===== src/rtl/layer_seq_pkg.sv =====
// Shared types and reset constants for the layer_seq sequencer.
package layer_seq_pkg;

  typedef enum logic [1:0] {
    IDLE   = 2'd0,
    STREAM = 2'd1,
    WAIT   = 2'd2,
    DRAIN  = 2'd3
  } state_t;

  localparam logic RST_NEURON_IN_VALID = 1'b0;
  localparam logic RST_OUT_VALID       = 1'b0;
  localparam logic RST_OUT_LAST        = 1'b0;
  localparam logic RST_TIMEOUT_ERR     = 1'b0;
  localparam logic RST_WORD_BIT        = 1'b0;

endpackage


===== src/rtl/layer_seq_collect.sv =====
// Result collector: per-neuron capture slots, completion mask and read mux.
module layer_seq_collect #(
  parameter int unsigned numNeurons = 30,
  parameter int unsigned dataWidth  = 16,
  parameter int unsigned idxWidth   = 5
) (
  input  logic                            clk,
  input  logic                            rst,
  input  logic                            capture_en,
  input  logic                            fill_zero,
  input  logic                            clear,
  input  logic [numNeurons*dataWidth-1:0] neuron_out,
  input  logic [numNeurons-1:0]           neuron_outvalid,
  input  logic [idxWidth-1:0]             rd_idx,
  output logic                            all_done_c,
  output logic [dataWidth-1:0]            rd_data
);

  logic [numNeurons-1:0] done_mask;
  logic [numNeurons-1:0] hit_c;
  logic [dataWidth-1:0]  res [numNeurons];

  // Only the first pulse per neuron inside WAIT is taken.
  assign hit_c      = capture_en ? (neuron_outvalid & ~done_mask) : '0;
  assign all_done_c = &(done_mask | hit_c);

  always_ff @(posedge clk) begin
    if (!rst)       done_mask <= '0;
    else if (clear) done_mask <= '0;
    else            done_mask <= done_mask | hit_c;
  end

  always_ff @(posedge clk) begin
    for (int i = 0; i < numNeurons; i++) begin
      if (!rst)                             res[i] <= '0;
      else if (hit_c[i])                    res[i] <= neuron_out[i*dataWidth +: dataWidth];
      else if (fill_zero && !done_mask[i])  res[i] <= '0;
    end
  end

  // Loop mux keeps unused index codes (non power-of-two counts) reading zero.
  always_comb begin
    rd_data = '0;
    for (int i = 0; i < numNeurons; i++) begin
      if (rd_idx == idxWidth'(i)) rd_data = res[i];
    end
  end

endmodule


===== src/rtl/layer_seq.sv =====
// Layer sequencer: broadcasts the input vector to all neurons, then serialises their results.
// Optional WAIT watchdog enabled by defining LAYER_SEQ_TIMEOUT_EN.
module layer_seq
  import layer_seq_pkg::*;
#(
  parameter int unsigned numInputs     = 784,
  parameter int unsigned numNeurons    = 30,
  parameter int unsigned dataWidth     = 16,
  parameter int unsigned timeoutCycles = 4096
) (
  input  logic                            clk,
  input  logic                            rst,
  input  logic                            weights_ready,
  input  logic [dataWidth-1:0]            in_data,
  input  logic                            in_valid,
  output logic                            in_ready,
  output logic [dataWidth-1:0]            neuron_in,
  output logic                            neuron_in_valid,
  input  logic [numNeurons*dataWidth-1:0] neuron_out,
  input  logic [numNeurons-1:0]           neuron_outvalid,
  output logic [dataWidth-1:0]            out_data,
  output logic                            out_valid,
  input  logic                            out_ready,
  output logic                            out_last,
  output logic                            busy,
  output logic                            timeout_err
);

  localparam int unsigned CNT_W = $clog2(numInputs + 1);
  localparam int unsigned IDX_W = (numNeurons > 1) ? $clog2(numNeurons) : 1;

  if (timeoutCycles == 0) begin : g_cfg_check
    $error("layer_seq: timeoutCycles must be nonzero");
  end

  state_t               state;
  logic [CNT_W-1:0]     in_cnt;
  logic [IDX_W-1:0]     out_idx;
  logic                 out_valid_q;
  logic                 out_last_q;
  logic                 accept_c;
  logic                 out_fire_c;
  logic                 clear_c;
  logic                 all_done_c;
  logic                 timeout_c;
  logic [dataWidth-1:0] rd_data;

  // in_ready follows weights_ready combinationally so a withdrawn load stalls at once.
  assign in_ready   = (state == STREAM) && weights_ready;
  assign accept_c   = in_ready && in_valid;
  assign out_fire_c = out_valid_q && out_ready;
  assign clear_c    = out_fire_c && out_last_q;
  assign busy       = (state != IDLE);
  assign out_valid  = out_valid_q;
  assign out_last   = out_last_q;
  assign out_data   = out_valid_q ? rd_data : {dataWidth{RST_WORD_BIT}};

  layer_seq_collect #(
    .numNeurons (numNeurons),
    .dataWidth  (dataWidth),
    .idxWidth   (IDX_W)
  ) u_collect (
    .clk             (clk),
    .rst             (rst),
    .capture_en      (state == WAIT),
    .fill_zero       (timeout_c),
    .clear           (clear_c),
    .neuron_out      (neuron_out),
    .neuron_outvalid (neuron_outvalid),
    .rd_idx          (out_idx),
    .all_done_c      (all_done_c),
    .rd_data         (rd_data)
  );

`ifdef LAYER_SEQ_TIMEOUT_EN
  localparam int unsigned TMO_W = $clog2(timeoutCycles + 1);

  logic [TMO_W-1:0] wait_cnt;
  logic             timeout_q;

  // Fires on the last allowed WAIT cycle if some neuron is still missing.
  assign timeout_c   = (state == WAIT) && !all_done_c &&
                       (wait_cnt == TMO_W'(timeoutCycles - 1));
  assign timeout_err = timeout_q;

  always_ff @(posedge clk) begin
    if (!rst) begin
      wait_cnt  <= '0;
      timeout_q <= RST_TIMEOUT_ERR;
    end else begin
      if (state != WAIT) wait_cnt <= '0;
      else               wait_cnt <= wait_cnt + 1'b1;
      if (timeout_c) timeout_q <= 1'b1;
    end
  end
`else
  assign timeout_c   = 1'b0;
  assign timeout_err = RST_TIMEOUT_ERR;
`endif

  always_ff @(posedge clk) begin
    if (!rst) begin
      state           <= IDLE;
      in_cnt          <= '0;
      out_idx         <= '0;
      neuron_in       <= {dataWidth{RST_WORD_BIT}};
      neuron_in_valid <= RST_NEURON_IN_VALID;
      out_valid_q     <= RST_OUT_VALID;
      out_last_q      <= RST_OUT_LAST;
    end else begin
      neuron_in_valid <= 1'b0;
      if (accept_c) begin
        neuron_in       <= in_data;
        neuron_in_valid <= 1'b1;
        in_cnt          <= in_cnt + 1'b1;
      end
      case (state)
        IDLE: begin
          if (weights_ready) state <= STREAM;
        end
        STREAM: begin
          if (accept_c && (in_cnt == CNT_W'(numInputs - 1))) state <= WAIT;
        end
        WAIT: begin
          if (all_done_c || timeout_c) begin
            state       <= DRAIN;
            out_valid_q <= 1'b1;
            out_idx     <= '0;
            out_last_q  <= (numNeurons == 1);
          end
        end
        DRAIN: begin
          if (out_fire_c) begin
            if (out_last_q) begin
              state       <= IDLE;
              out_valid_q <= 1'b0;
              out_last_q  <= 1'b0;
              out_idx     <= '0;
              in_cnt      <= '0;
            end else begin
              out_idx    <= out_idx + 1'b1;
              out_last_q <= (out_idx == IDX_W'(numNeurons - 2));
            end
          end
        end
        default: state <= IDLE;
      endcase
    end
  end

endmodule

===== config.mk =====
export PLATFORM = sky130hd
export DESIGN_NAME = layer_seq
export DESIGN_NICKNAME = d
export VERILOG_FILES = /design/src/rtl/layer_seq_pkg.sv /design/src/rtl/layer_seq_collect.sv /design/src/rtl/layer_seq.sv
export SDC_FILE = /design/constraint.sdc
export NUM_CORES = 1
export LEC_CHECK = 0
export CORE_MARGIN = 5
export CORE_UTILIZATION = 35
export DETAILED_ROUTE_END_ITERATION = 8
export DONT_BUFFER_PORTS = 1
export SKIP_CTS_REPAIR_TIMING = 1
export SLEW_MARGIN = 25
export SYNTH_ARGS = -nofsm -noshare
export SYNTH_HDL_FRONTEND = slang
export SYNTH_SLANG_ARGS = --single-unit

===== constraint.sdc =====
create_clock -name clk -period 10.6 [get_ports clk]
set_clock_uncertainty 0.1 [all_clocks]
set_input_delay 2.65 -clock clk [delete_from_list [all_inputs] [get_ports clk]]
set_output_delay 2.65 -clock clk [all_outputs]
set_load 0.01 [all_outputs]

==> metrics.cfg <==
[clock_network]
root_buffer = clkbuf_16
cts_made_buffers = 66
ctsHtreeMaxLevel = 3
clkTransAtPathRegs_ns = 0.06
clk_latency_ns = 0.61
cts_buffer_depth = 3
cts_tree = yes
clock-sinks = 546

[sta]
tightest_slew_ns = 1.12
fin_ws_ns = 3.03
rsz0062_at_grt = no
finalCriticalPeriod_ns = 7.57
setup_violations = 0
tns_ns = 0
fmax_mhz = 132
hold_viol = 0
period_share = 0.714
slew_headroom = 0.249
slew_viol_final = 0

[finish]
utilization = 0.395
regArea_sq_mm = 0.0157
layout-drive-gt1-share = 0.0892
fillers = 7064
syn_to_final_growth_pct = 12.3
multiInputGateArea_sq_mm = 0.00974
layout.nets = 2745

[power_and_ir_drop]
cellLeakagePower_uw = 0.0103
total_power_uw = 5680
p_per_area_mw_per_mm2 = 194
max-vdd-ir-drop_mv = 0.0993

[yosys]
synth_cell_types = 92
syn_inst = 2249
synth_edf_count = 480
ys_seq_elements = 546
synth_seq_area_share = 0.603
syn-num-nets = 2791
ys_async_sr_fraction = 0
syn_area_sq_mm = 0.0261
synth_warnings = 0
synth_ff_type = edfxtp_1
synth_area_per_cell_sq_um = 11.6

[floorplan]
die_h_microns = 283
std_cell_rows = 100
ios = 569
start_util = 0.352
core_sq_mm = 0.0742
dieArea_sq_mm = 0.0802
die_width_microns = 283

[worst_hold_path]
min_to = in_cnt[1]
hold_depth = 2
hp-start = in_cnt[1]
hold_class = reg -> reg

[detailed_routing]
ant_nets = 0
wl_per_cell_microns = 34.0
drtIter0Drc = 2254
drc = 0
dr.pass1.iters = 6
totalWireLength_microns = 112000
vias_per_cell = 5.95
via_count = 19600

[critical_path]
endpoint_kind = output port
path_max_fanout = 53
cp.arrival_ns = 4.82
reg2reg_depth = 10
crit_type = reg -> out
r2r_slack_ns = 6.91
critical_path.startpoint = out_idx[2]
reg2reg_to = out_idx[0]
crit_required_ns = 7.85
r2r-start = state[0]
cp-start-kind = flop

[global_route]
grt_max_degree = 61
first_global_vias = 19600
grt_pass1_wl_microns = 153000
grt_remaining_overflow = 0
antenna_found_initial = 94
grt_util_all_layers = 0.266

[place]
place_ws_ns = 3.80
gp_congestion = 0.939
io_buffer_count = 0
place_hpwl_microns = 88300

[status]
status = finished, final reports clean

[flow_run]
max_cap_violations = 0

[critical path: stages, from the launching register on]
cell	delay, ns
dfxtp_2	0.58
buf_4	0.57
and3_1	0.25
ha_1	0.65
nor2_1	0.25
a221oi_1	0.62
nand2_1	0.10
nor4_1	0.79
o31ai_2	0.33
[synthesized netlist by cell type, drive strengths merged, types with 14 or more instances]
library cell	count	area share
dfxtp	66	0.051
buf	74	0.016
nor2	123	0.019
inv	25	0.0036
o22ai	68	0.016
o221ai	18	0.0060
o211ai	20	0.0059
nor3b	35	0.010
clkbuf	72	0.010
edfxtp	480	0.55
a31oi	17	0.0041
a211oi	15	0.0043
a22oi	28	0.0081
a21oi	133	0.026
nand3	35	0.0067
nor3	34	0.0077
o21ai	59	0.011
nand4	19	0.0046
a221oi	23	0.0082
nand3b	40	0.012
nor2b	14	0.0034
nand2	141	0.020
and2	482	0.12
a22o	16	0.0054
[cell usage in the layout (no fill, tap or decap), types with 16 or more instances in the layout]
cell type and instances:
a21oi_1 132, and2_1 481, buf_4 31, nand3_1 35, nor3_1 29, nor3b_2 19
o21ai_0 46, o221ai_1 18, a31oi_1 17, nand3b_1 39, dfxtp_1 63, nor2_1 117
edfxtp_1 480, clkbuf_16 66, nand4_1 19, a22o_1 16, inv_1 25, a22oi_1 28
o22ai_1 68, diode_2 72, o211ai_1 19, nand2_1 138, a221oi_1 21
[flip-flops by register name, summed over array words and instances (netlist names)]
signal,cells
state,2
in_cnt,10
neuron_in_valid,1
out_last,1
neuron_in,16
out_idx,5
u_collect.done_mask,30
out_valid,1
u_collect.res,480
[area by class of cell]
cell class              instances  share of cell area
clock inverters                37              0.0123
diodes                         72             0.00615
multi-input cells            1530               0.332
flip-flops and latches        546               0.537
repair buffers                 32             0.00832
inverters                      27             0.00346
well taps                     969              0.0414
clock buffers                  82              0.0591
[layer usage]
layer / track usage / up-vias / share of wire
met5: 0 / - / 0.0011
met1: 0.318 / 9722 / 0.37
met4: 0.111 / 18 / 0.047
met2: 0.430 / 1199 / 0.47
met3: 0.107 / 283 / 0.12
li1: - / 8392 / -
[kinds of logic (layout without fill, tap and decap cells)]
| logic type | after synthesis | after routing | share of synthesized area |
|---|---|---|---|
| AOI/OAI and AO/OA | 497 | 497 | 0.130 |
| muxes | 2 | 2 | 0.000767 |
| other | 1 | 73 | 0.000144 |
| DFF | 546 | 546 | 0.603 |
| adders and majority gates | 11 | 11 | 0.00527 |
| xor gates and xnor gates | 7 | 7 | 0.00235 |
| and+or+nand+nor | 1012 | 1012 | 0.228 |
| buffers and inverters | 173 | 178 | 0.0304 |
[stage by stage]
stage | hold WS (ns) | instances | area (sq um)
floorplan | 0.354 | 2249 | 26100
global placement | 0.363 | 3102 | 26900
detailed placement | 0.381 | 3103 | 27000
CTS | 0.388 | 3222 | 29100
global route | 0.420 | 3257 | 29200
finish | 0.389 | 3295 | 29300
[worst max path at each step]
stage	endpoint	cells after the start	slack (ns)
after floorplan	in_ready	1	5.04
after detailed placement	out_data[0]	8	3.80
after CTS	out_data[0]	8	3.11
after global routing	out_data[0]	8	3.00
after global placement	out_data[0]	8	3.85
final	out_data[0]	8	3.03
[report_power, final]
part	switching (uW)	leakage, uW	internal [uW]
clock	935	0.00102	1280
sequential	170	0.00551	2670
combinational	450	0.00374	178
Note: power is estimated with default switching activity, not from simulation.
